`src/rtl/voting_session_ctrl.sv`:
```
// Ballot session controller: opens a session, accepts one vote per voter,
// then scans the tallies sequentially to report the winner or a tie.
module voting_session_ctrl #(
    parameter int N_VOTERS = 4,
    parameter int N_CAND   = 3,
    parameter int VID_W    = $clog2(N_VOTERS),
    parameter int CID_W    = $clog2(N_CAND),
    parameter int CNT_W    = $clog2(N_VOTERS + 1)
) (
    input  logic                    clk,
    input  logic                    rst_n,
    input  logic                    open_i,
    input  logic                    close_i,
    input  logic                    vote_valid_i,
    input  logic [VID_W-1:0]        vote_voter_i,
    input  logic [CID_W-1:0]        vote_cand_i,
    output logic                    accept_o,
    output logic                    reject_o,
    output logic                    busy_o,
    output logic                    done_o,
    output logic [CID_W-1:0]        winner_o,
    output logic                    tie_o,
    output logic [N_CAND*CNT_W-1:0] tally_o
);

    typedef enum logic [1:0] {
        ST_IDLE  = 2'd0,
        ST_OPEN  = 2'd1,
        ST_TALLY = 2'd2,
        ST_DONE  = 2'd3
    } state_e;

    localparam logic [VID_W:0]   VOTER_LIMIT = (VID_W + 1)'(N_VOTERS);
    localparam logic [CID_W:0]   CAND_LIMIT  = (CID_W + 1)'(N_CAND);
    localparam logic [CID_W-1:0] LAST_IDX    = CID_W'(N_CAND - 1);

    state_e                    state_q, state_d;
    logic [N_VOTERS-1:0]       mask_q, mask_d;
    logic [N_CAND*CNT_W-1:0]   tally_q, tally_d;
    logic [CID_W-1:0]          scan_idx_q, scan_idx_d;
    logic [CID_W-1:0]          max_idx_q, max_idx_d;
    logic [CNT_W-1:0]          max_cnt_q, max_cnt_d;
    logic                      dup_q, dup_d;
    logic [CID_W-1:0]          winner_q, winner_d;
    logic                      tie_q, tie_d;
    logic                      accept_q, accept_d;
    logic                      reject_q, reject_d;
    logic                      busy_q, busy_d;
    logic                      done_q, done_d;
    logic                      voted_s;
    logic                      vote_ok_s;
    logic [CNT_W-1:0]          scan_cnt_s;

    // Mux-free lookups so out-of-range IDs never index past the arrays
    always_comb begin
        voted_s    = 1'b0;
        scan_cnt_s = '0;
        for (int v = 0; v < N_VOTERS; v++) begin
            voted_s = voted_s | (mask_q[v] & (vote_voter_i == VID_W'(v)));
        end
        for (int k = 0; k < N_CAND; k++) begin
            scan_cnt_s = scan_cnt_s |
                         (tally_q[k*CNT_W +: CNT_W] & {CNT_W{scan_idx_q == CID_W'(k)}});
        end
        vote_ok_s = ({1'b0, vote_voter_i} < VOTER_LIMIT) && !voted_s &&
                    ({1'b0, vote_cand_i} < CAND_LIMIT);
    end

    // Session FSM: next state, vote bookkeeping and tally scan
    always_comb begin
        state_d    = state_q;
        mask_d     = mask_q;
        tally_d    = tally_q;
        scan_idx_d = scan_idx_q;
        max_idx_d  = max_idx_q;
        max_cnt_d  = max_cnt_q;
        dup_d      = dup_q;
        winner_d   = winner_q;
        tie_d      = tie_q;
        accept_d   = 1'b0;
        reject_d   = 1'b0;

        case (state_q)
            ST_IDLE, ST_DONE: begin
                reject_d = vote_valid_i;
                if (open_i) begin
                    state_d  = ST_OPEN;
                    mask_d   = '0;
                    tally_d  = '0;
                    winner_d = '0;
                    tie_d    = 1'b0;
                end else begin
                    state_d = state_q;
                end
            end
            ST_OPEN: begin
                if (vote_valid_i && vote_ok_s) begin
                    accept_d = 1'b1;
                    for (int v = 0; v < N_VOTERS; v++) begin
                        mask_d[v] = mask_q[v] | (vote_voter_i == VID_W'(v));
                    end
                    for (int k = 0; k < N_CAND; k++) begin
                        if (vote_cand_i == CID_W'(k)) begin
                            tally_d[k*CNT_W +: CNT_W] = tally_q[k*CNT_W +: CNT_W] + CNT_W'(1);
                        end else begin
                            tally_d[k*CNT_W +: CNT_W] = tally_q[k*CNT_W +: CNT_W];
                        end
                    end
                end else begin
                    reject_d = vote_valid_i;
                end
                // A vote coincident with close is counted before the scan begins
                if (close_i) begin
                    state_d    = ST_TALLY;
                    scan_idx_d = '0;
                    max_idx_d  = '0;
                    max_cnt_d  = '0;
                    dup_d      = 1'b0;
                end else begin
                    state_d = ST_OPEN;
                end
            end
            ST_TALLY: begin
                reject_d = vote_valid_i;
                // Strictly-greater keeps the lowest index; a zero first count marks a tie
                if (scan_cnt_s > max_cnt_q) begin
                    max_cnt_d = scan_cnt_s;
                    max_idx_d = scan_idx_q;
                    dup_d     = 1'b0;
                end else if (scan_cnt_s == max_cnt_q) begin
                    dup_d = 1'b1;
                end else begin
                    dup_d = dup_q;
                end
                if (scan_idx_q == LAST_IDX) begin
                    state_d  = ST_DONE;
                    winner_d = max_idx_d;
                    tie_d    = dup_d;
                end else begin
                    scan_idx_d = scan_idx_q + CID_W'(1);
                end
            end
            default: begin
                state_d = ST_IDLE;
            end
        endcase

        busy_d = (state_d == ST_OPEN) || (state_d == ST_TALLY);
        done_d = (state_d == ST_DONE);
    end

    // State and output registers
    always_ff @(posedge clk or negedge rst_n) begin
        if (!rst_n) begin
            state_q    <= ST_IDLE;
            mask_q     <= '0;
            tally_q    <= '0;
            scan_idx_q <= '0;
            max_idx_q  <= '0;
            max_cnt_q  <= '0;
            dup_q      <= 1'b0;
            winner_q   <= '0;
            tie_q      <= 1'b0;
            accept_q   <= 1'b0;
            reject_q   <= 1'b0;
            busy_q     <= 1'b0;
            done_q     <= 1'b0;
        end else begin
            state_q    <= state_d;
            mask_q     <= mask_d;
            tally_q    <= tally_d;
            scan_idx_q <= scan_idx_d;
            max_idx_q  <= max_idx_d;
            max_cnt_q  <= max_cnt_d;
            dup_q      <= dup_d;
            winner_q   <= winner_d;
            tie_q      <= tie_d;
            accept_q   <= accept_d;
            reject_q   <= reject_d;
            busy_q     <= busy_d;
            done_q     <= done_d;
        end
    end

    assign accept_o = accept_q;
    assign reject_o = reject_q;
    assign busy_o   = busy_q;
    assign done_o   = done_q;
    assign winner_o = winner_q;
    assign tie_o    = tie_q;
    assign tally_o  = tally_q;

endmodule

```
`config.mk`:
```
export PLATFORM = sky130hd
export DESIGN_NAME = voting_session_ctrl
export DESIGN_NICKNAME = d
export VERILOG_FILES = /design/src/rtl/voting_session_ctrl.sv
export SDC_FILE = /design/constraint.sdc
export NUM_CORES = 1
export LEC_CHECK = 0
export CORE_ASPECT_RATIO = 0.8
export CORE_MARGIN = 5
export CORE_UTILIZATION = 40
export DETAILED_ROUTE_END_ITERATION = 7
export GPL_TIMING_DRIVEN = 0
export MAX_ROUTING_LAYER = met4
export SETUP_SLACK_MARGIN = 0.05
export SLEW_MARGIN = 20
export SYNTH_ARGS = -nofsm -noshare
export SYNTH_HDL_FRONTEND = slang
export SYNTH_SLANG_ARGS = --single-unit
```
`constraint.sdc`:
```
create_clock -name clk -period 5.2 [get_ports clk]
set_input_delay 0.52 -clock clk [delete_from_list [all_inputs] [get_ports clk]]
set_output_delay 0.52 -clock clk [all_outputs]
set_load 0.03 [all_outputs]
```
=== Yosys cells after proc, flatten, opt, wreduce, memory -nomap -nowiden ===
Index checks and enable logic that the tools add are counted.

* Word-level logic and storage cells: 116
* Flip-flop bits (word level): 30
* Bits of input ports: 9
* Output and inout bits: 16

* Equality and inequality tests: 23
* Add/sub/neg operators: 4
* Order comparisons: 2
* Bitwise operators: 16
* Reduce and logical (&&, ||, !) cells: 21
* Mux-type cells: 35

{| class="wikitable"
|+ Operator list
! cell !! count
|-
| 9-bit two-way mux || 2
|-
| 2-bit != test, second input constant || 9
|-
| 9-bit one-hot mux with 2 select lines || 1
|-
| 2-bit equality test, second input constant || 8
|-
| 2-bit two-way mux || 8
|-
| 3-bit two-way mux || 5
|-
| 2-bit one-hot mux with 2 select lines || 3
|-
| 3-bit AND reduction || 4
|-
| 4-bit AND reduction || 3
|-
| 2-bit by 1-bit equality test with 1-bit output, second input constant || 5
|-
| 3-bit by 1-bit adder with 3-bit output, second input constant || 3
|-
| 3-bit AND || 3
|-
| 2-bit logical NOT || 4
|-
| 1-bit two-way mux || 8
|-
| 4-bit two-way mux || 2
|-
| 4-bit one-hot mux with 2 select lines || 1
|-
| 1-bit OR || 7
|-
| 3-bit OR || 2
|-
| 1-bit one-hot mux with 2 select lines || 3
|-
| 2-bit one-hot mux with 3 select lines || 1
|-
| 3-bit one-hot mux with 2 select lines || 1
|-
| 2-bit nonzero test || 3
|-
| 1-bit AND || 4
|-
| 3-bit equality test || 1
|-
| other kinds (9) || 10
|}

=== Logic depth before layout (Yosys ltp) ===
Gate-level depths: netlist of run 1.

* Depth after elaboration: 10
* Mapped depth: 10
* Gate-level depth less buffers: 9

=== Least setup slack after synthesis of run 1 ===
Ideal clock, no wire load.

* Path type: register -> register
* Start: register scan_idx_q[0]
* End: register max_idx_q[1]
* Path buffers: 1
* Arrival time: 2.364 ns
* Cell stages (with the launch flop): 11
* Setup time: 0.116 ns
* Clock period less this slack: 2.479 ns
* Required time: 5.084 ns
* Slack: 2.721 ns
* Path through: dfrtp_1 -> inv_1 -> ha_1 -> clkbuf_1 -> a222oi_1 -> inv_1 -> ha_1 -> and3b_1 -> o21a_1 -> mux2_2 -> o311ai_0

* Cells in the longest elaborated chain, start to end: 7
* Elaborated cells on any way between the ends: 11
* Classes of those cells: order compare: 1; eq/ne: 2; mux: 2; bitwise: 5; reduce/logical: 1

{| class="wikitable"
|+ Ends and longest elaborated chain
! item !! RTL line !! source
|-
| start: declaration || 40 || <nowiki>logic [CID_W-1:0] scan_idx_q, scan_idx_d;</nowiki>
|-
| start signal: assignment || 172 || <nowiki>scan_idx_q <= scan_idx_d;</nowiki>
|-
| 2-bit by 1-bit equality test with 1-bit output / 2-bit logical NOT (equally long branches) || 63 || <nowiki>(tally_q[k*CNT_W +: CNT_W] & {CNT_W{scan_idx_q == CID_W'(k)}});</nowiki>
|-
| 3-bit AND || 63 ||
|-
| 3-bit OR || 62 || <nowiki>scan_cnt_s = scan_cnt_s |</nowiki>
|-
| 3-bit OR * || 62 ||
|-
| 3-bit greater-than comparator * || 126 || <nowiki>if (scan_cnt_s > max_cnt_q) begin</nowiki>
|-
| 2-bit two-way mux * || 126 ||
|-
| 2-bit one-hot mux with 2 select lines * || 83 || <nowiki>case (state_q)</nowiki>
|-
| end signal: assignment || 173 || <nowiki>max_idx_q <= max_idx_d;</nowiki>
|-
| end: declaration || 41 || <nowiki>logic [CID_W-1:0] max_idx_q, max_idx_d;</nowiki>
|}

Every way passes the cells marked *; elsewhere a longest branch is shown, timed or not.
A chain may end at the register's enable or synchronous reset.

=== Final worst setup path of run 1 ===
* Start: register scan_idx_q[0]
* End: register winner_q[1] (netlist: winner_o[1])

* Cells in the longest elaborated chain, start to end: 8
* Elaborated cells on any way between the ends: 14
* Classes of those cells: order compare: 1; eq/ne: 3; mux: 3; bitwise: 5; reduce/logical: 2

{| class="wikitable"
|+ Ends and longest elaborated chain
! item !! RTL line !! source
|-
| 2-bit by 1-bit equality test with 1-bit output / 2-bit logical NOT (equally long branches) || 63 ||
|-
| 3-bit AND || 63 ||
|-
| 3-bit OR (2 in a row) || 62 ||
|-
| 3-bit greater-than comparator || 126 ||
|-
| 2-bit two-way mux || 126 ||
|-
| 2-bit two-way mux || 135 || <nowiki>if (scan_idx_q == LAST_IDX) begin</nowiki>
|-
| 2-bit one-hot mux with 2 select lines || 83 ||
|-
| end signal: assignment || 176 || <nowiki>winner_q <= winner_d;</nowiki>
|-
| end: declaration || 44 || <nowiki>logic [CID_W-1:0] winner_q, winner_d;</nowiki>
|}

Several ways; a longest one is shown, not always the timed one. The select of a mux whose other input is x is not followed.

==> reports/qor.csv, run 1 <==
metric;value;unit
Worst path max stage delay;0.48;ns
Antenna Nets Post-Route;0;
Synth Instances;208;
CP Cell Sequence;inv_1, ha_1, clkbuf_1, a222oi_1, inv_1, ha_1, and3b_1, o21ai_2, mux2i_1, o21ai_0;
Vias per Instance;5.50;
root buffer cell;clkbuf_8;
outcome;finished, final reports clean;
Worst Tran Pin Value;0.681;ns
max_slew headroom;54.6;%
FILL cells;458;
largest area contributor in the netlist;dfrtp_1;
CTS HTree Levels;2;
setup bufs post-CTS;0;
top cells by area, synth;dfrtp_1 39%, ha_1 8.5%, nand2_1 5.3%;
mux cell area share after synthesis;5.28;%
port bufs;23;
placer congestion estimate;0.793;
Clock Pin Slew Worst Setup and Hold Paths;0.07;ns
Chip Height;71.9;um
warnings from Yosys;0;
largest net degree at the start of global routing;31;
max-slew violations;0;
Ports;25;
crit path time final;2.93;ns
share of layout cells above drive strength 1;7.14;%
reg-to-reg endpoint;winner_o[1];
starting DRC count in detailed routing;89;
Setup Crit Path Kind;register to register;
HP Class;input pin to async pin;
Power Dens Cells;621;mW/mm^2
vias;1640;
clk buf depth;2;
Max-cap violations;0;
die area;0.00629;sq mm
total CTS buffers;5;
CP delay by family, top;compound AO/OA/AOI/OAI gates;
Post-CTS Hold Buffers;0;
Commonest cells post-synth;30 x dfrtp_1, 27 x nand2_1, 14 x nor2_1, 13 x ha_1;
Comb pwr share;56.0;%
initial antenna violation count;0;
Die X;87.4;um
Pleak;1.01;nW
# diodes;0;
Rows;22;
RSZ-0062 raised after global routing;false;
Setup WS pre-CTS;2.34;ns
Main synth FF type;dfrtp_1;
DRC viols;0;
Routed wire per std cell;15.3;um
xor/xnor share of the synthesized area;0;%
worst skew pair latency;0.28;ns
P&R area growth vs syn;21.5;%
Total GRT Usage;15.9;%
HPWL Detailed;3.22;mm
syn_nets;230;
Core ar.;0.00462;sq mm
setup TNS;0;ns
Slowest-stage cell, CP;a222oi_1;
fmax;341;MHz
TritonCTS clock tree;yes;
GRT overflow;0;
Buf+Inv Stages, Crit Path;3;
Final setup viols;0;
fin crit share;56.4;%
overall routed net length;4.57;mm
internal reg-to-reg setup slack;2.27;ns
Final Skew;0.00555;ns
# nets final;260;
Synth Register Bits;30;
DRT Pass-1 Iters;4;
CTS sink cnt;30;
synthesized cell area;0.00192;sq mm
Critical Path Fanout Max;9;
Int Power;0.801;mW
sequential element share of the synthesized area;39.1;%
Max VDD drop;0.232;mV
most frequent cell after synthesis;dfrtp_1;
initial core utilization;41.5;%
Startpoint Class;register;
critical path required time;5.37;ns
Async S/R FF share, synth;100;%
post-synthesis adder-cell area fraction;8.48;%
first-pass GRT wire length;7.63;mm
sw frac;44.7;%
clock power share;16.8;%
r2r worst-path depth;10;
Switch Pwr;0.647;mW
Yosys top cell area share;39.1;%
Flop pwr share;27.3;%
final worst slack;2.27;ns
simple-gate share of the synthesized area;21.5;%
Post-Syn Area per Cell;9.22;sq um
vias in the first global route;1548;
Worst EP arrival;3.10;ns
Crit. End Element;register;
final hold vios;0;
count of cell types in the netlist;42;
Resize count post-CTS;0;
EDFF count, synth;0;
largest family of logic cells by synthesized area;simple AND/OR/NAND/NOR gates;
Synth Area in Compound Gates;20.5;%
reg2reg start;scan_idx_q[0];
==> registers in the layout (all words and copies together), names as in the netlist <==
signal,flops
winner_o,2
max_cnt_q,3
max_idx_q,2
reject_o,1
tally_o,9
mask_q,4
done_o,1
tie_o,1
scan_idx_q,2
dup_q,1
state_q,2
busy_o,1
accept_o,1
==> worst reg2reg max path: cells and delay by family, from the launching register on <==
kind	cells	cell delay (ns)
adder cells (fa/ha/maj)	2	0.50
AND/OR/NAND/NOR	1	0.19
flip-flops	1	0.47
AO/OA/AOI/OAI	3	0.98
multiplexers	1	0.27
buffers and inverters	3	0.41
==> worst max path at each step <==
stage | from | to | slack [ns] | cells past startpoint
finish | scan_idx_q[0] | winner_o[1] | 2.27 | 10
CTS | scan_idx_q[0] | max_idx_q[1] | 2.32 | 10
global placement | scan_idx_q[0] | winner_o[1] | 2.35 | 10
global route | scan_idx_q[0] | dup_q | 1.98 | 10
floorplan | scan_idx_q[0] | max_idx_q[1] | 2.72 | 10
detailed placement | scan_idx_q[0] | max_idx_q[1] | 2.34 | 10
==> power by group through the flow <==
stage          clock [mW]  sequential (mW)  combinational, mW
4_1_cts             0.249            0.395              0.815
6_report            0.242            0.395              0.810
3_3_place_gp            0            0.398              0.805
5_1_grt             0.258            0.409              0.894
2_1_floorplan           0            0.458              0.509
3_5_place_dp            0            0.398              0.810
==> logic make-up after synthesis <==
group                    after synthesis
multiplexers                          10
AND/OR/NAND/NOR                       78
AO/OA/AOI/OAI                         55
buffers and inverters                 22
adder cells (fa/ha/maj)               13
flip-flops                            30
==> area by class of cell <==
cell class                      count  area [sq um]  area share [%]
Clock inverter                      1          30.0            1.29
Multi-Input combinational cell    156          1070            45.8
Buffer                             14          68.8            2.95
Sequential cell                    30           751            32.2
Clock buffer                        6          82.6            3.54
Tap cell                           60          75.1            3.22
Inverter                            8          30.0            1.29
Timing Repair Buffer               23           225            9.66
==> per-stage QoR <==
stage	area (sq um)	hold WS, ns	power [mW]	util (%)	cells
floorplan	1920	0.224	0.966	-	208
global placement	2220	0.460	1.20	48.1	291
detailed placement	2220	0.467	1.21	48.0	291
CTS	2330	0.294	1.46	50.4	298
global route	2330	0.339	1.56	50.4	298
finish	2330	0.271	1.45	50.4	298
==> cells in the final DEF, fill, tap and decap left out, drive strengths merged, types with 6 or more instances in the layout <==
cell           Yosys  final
a221o              6      6
inv                8      8
nor2              14     14
mux2i              9      9
dfrtp             30     30
nand2             27     27
o21ai             10     10
a21oi             10     10
ha                13     13
clkbuf            10     16
clkdlybuf4s50      0     22
==> metal layers <==
metal,global-route usage (%),vias to the layer above,share of wire [%]
met5,-,-,0
met4,3.75,0,0.44
met3,4.77,2,4.6
met2,21.3,33,42
met1,23.3,778,53
li1,-,827,-
Power figures use the tool's default switching activity.
==> run 2: changes to the inputs <==
==> constraint.sdc (replaced) <==
create_clock -name clk -period 2.85 [get_ports clk]
set_input_delay 0.285 -clock clk [delete_from_list [all_inputs] [get_ports clk]]
set_output_delay 0.285 -clock clk [all_outputs]
set_load 0.03 [all_outputs]
==> run 2 against run 1 <==
  * Critical path depth stayed put
  * Die area stayed put
  * Final area is 1.6% higher
  * Clock power is 82% higher
  * Clock-buffer cell count stayed put
  * Via count is 2.3% higher
  * Sequential power is 82% higher
  * Worst hold slack worse by 0.23 ns
  * Fmax is 11% higher
  * Non-clock buffer count is 3 higher
  * Final cell count is 1.0% higher
  * Clock skew hardly changed
  * Highest routed layer unchanged
==> reports/qor.csv, run 2 (same netlist as run 1, synthesis figures left out) <==
metric;value;unit;change
vias;1677;;+2.3%
TritonCTS clock tree;yes;;
Final Skew;0.00581;ns;+0.000260 ns
Final Non-Filler Cells;301;;+1.0%
starting DRC count in detailed routing;104;;+17%
overall power;2.71;mW;+87%
largest net degree at the start of global routing;31;;unchanged
CTS sink cnt;30;;unchanged
total CTS buffers;5;;unchanged
HPWL Detailed;3.22;mm;unchanged
Max-cap violations;0;;unchanged
RSZ-0062 raised after global routing;false;;
# nets final;263;;+1.2%
Routed wire per std cell;15.4;um;+0.41%
Clock Pin Slew Worst Setup and Hold Paths;0.07;ns;about the same
Slowest-stage cell, CP;dfrtp_1;;
r2r worst-path depth;10;;unchanged
root buffer cell;clkbuf_8;;
crit path to;max_idx_q[1];;
DRT Pass-1 Iters;4;;unchanged
GRT overflow;0;;unchanged
worst skew pair latency;0.28;ns;about the same
commonest non-fill, non-tap cells in the layout;29 x dfrtp_1, 27 x nand2_1, 22 x clkdlybuf4s50_1;;
initial core utilization;41.5;%;unchanged
Post-CTS Hold Buffers;0;;unchanged
Total GRT Usage;16.0;%;+0.12 points
Max VDD drop;0.456;mV;+96%
Ports;25;;unchanged
Final setup viols;0;;unchanged
CP delay by family, top;compound AO/OA/AOI/OAI gates;;
Power Dens Cells;1150;mW/mm^2;+85%
final hold vios;0;;unchanged
Largest register FFs;9;;unchanged
max-slew violations;0;;unchanged
Critical Path Fanout Max;7;;-2
fmax;380;MHz;+11%
placer congestion estimate;0.793;;unchanged
Antenna Nets Post-Route;0;;unchanged
Setup Crit Path Kind;register to register;;
commonest non-fill, non-tap cell in the layout;dfrtp_1;;
Buf+Inv Stages, Crit Path;3;;unchanged
Worst EP arrival;2.79;ns;-0.31 ns
FILL cells;453;;-1.1%
Vias per Instance;5.57;;+1.2%
CP Cell Sequence;inv_1, ha_1, a222oi_1, buf_4, inv_1, ha_1, and3b_1, o21a_2, mux2_2, o311ai_0;;
DRC viols;0;;unchanged
Die X;87.4;um;unchanged
internal reg-to-reg setup slack;0.22;ns;-2.05 ns
Core ar.;0.00462;sq mm;unchanged
critical path required time;3.01;ns;-2.36 ns
outcome;finished, final reports clean;;
reg2reg start;scan_idx_q[1];;
critical path depth in cells;10;;unchanged
crit path launch;scan_idx_q[1];;
Crit. End Element;register;;
dpl cells;291;;unchanged
P&R area growth vs syn;23.4;%;
share of layout cells above drive strength 1;9.54;%;+2.4 points
initial antenna violation count;0;;unchanged
Startpoint Class;register;;
Worst Tran Pin Value;0.686;ns;+0.00470 ns
max_slew headroom;54.3;%;-0.31 points
Pleak;1.03;nW;+1.6%
vias in the first global route;1557;;+0.58%
first-pass GRT wire length;7.69;mm;+0.72%
setup TNS;0;ns;unchanged
Rows;22;;unchanged
Chip Height;71.9;um;unchanged
crit path time final;2.63;ns;-0.302 ns
HP Class;input pin to async pin;;
die area;0.00629;sq mm;unchanged
CTS HTree Levels;2;;unchanged
# diodes;0;;unchanged
reg-to-reg endpoint;max_idx_q[1];;
Worst path max stage delay;0.46;ns;-0.02 ns
fin crit share;92.3;%;+36 points
clk buf depth;2;;unchanged
overall routed net length;4.64;mm;+1.4%
port bufs;23;;unchanged
==> run 2: repair_timing <==
action | 4_1_cts | 5_1_grt
endpoints found under the setup margin | 6 | 9
setup buffers | 3 | 1
gates resized for setup | 0 | 3
pin swaps | 2 | 2
==> run 2: per-layer routing <==
metal / part of all wire (%) / vias up / GRT usage [%]
met2: 42 / 35 / 21.5
li1: - / 831 / -
met5: 0 / - / -
met1: 53 / 806 / 23.7
met4: 0.63 / 0 / 3.24
met3: 4.8 / 5 / 4.77
==> run 2: worst reg2reg max path, stage by stage, from the launching register on <==
cell and delay (ns):
dfrtp_1 0.46, inv_1 0.11, ha_1 0.24, a222oi_1 0.32
buf_4 0.17, inv_1 0.04, ha_1 0.28, and3b_1 0.22
o21a_2 0.23, mux2_2 0.35, o311ai_0 0.11
==> run 2: area by class of cell <==
class                           instances  area (sq um)  area share, %
Buffer                                 13          65.1           2.75
Clock buffer                            6          82.6           3.49
Clock inverter                          1          30.0           1.27
Inverter                                8          30.0           1.27
Tap cell                               60          75.1           3.17
Sequential cell                        30           752           31.8
Multi-Input combinational cell        156          1080           45.5
Timing Repair Buffer                   27           255           10.8
==> run 2: worst min-delay path by stage <==
stage          startpoint    endpoint  slack, ns
2_1_floorplan       rst_n    accept_o      -0.01
3_3_place_gp        dup_q       dup_q       0.46
3_5_place_dp        rst_n   mask_q[1]       0.38
4_1_cts             rst_n  tally_o[8]       0.06
5_1_grt             rst_n   mask_q[0]       0.10
6_report            rst_n   mask_q[1]       0.04
==> run 2: stage by stage <==
step,instance area [sq um],hold slack [ns],setup slack (ns),util [%]
final,2370,0.0395,0.220,51.2
after CTS,2350,0.0594,0.0616,50.9
after global placement,2220,0.460,0.00289,48.1
after global routing,2370,0.104,0.0607,51.2
after floorplan,1920,-0.0106,0.371,-
after detailed placement,2220,0.375,-0.00553,48.0
==> run 2: power by group <==
group | switching [mW] | internal, mW
clock | 0.162 | 0.279
combinational | 0.902 | 0.648
sequential | 0.141 | 0.580
==> run 3: changes to the inputs <==
--- a/config.mk
+++ b/config.mk
@@ -5,9 +5,11 @@
 export SDC_FILE = /design/constraint.sdc
 export NUM_CORES = 1
 export LEC_CHECK = 0
+export CAP_MARGIN = 20
 export CORE_ASPECT_RATIO = 0.8
 export CORE_MARGIN = 5
 export CORE_UTILIZATION = 40
+export CTS_CLUSTER_DIAMETER = 200
 export DETAILED_ROUTE_END_ITERATION = 7
 export GPL_TIMING_DRIVEN = 0
 export MAX_ROUTING_LAYER = met4
@@ -16,3 +18,4 @@
 export SYNTH_ARGS = -nofsm -noshare
 export SYNTH_HDL_FRONTEND = slang
 export SYNTH_SLANG_ARGS = --single-unit
+export TNS_END_PERCENT = 5
==> results of run 3 <==
Same layout as run 2: the final DEF is identical, and so are final timing and power.
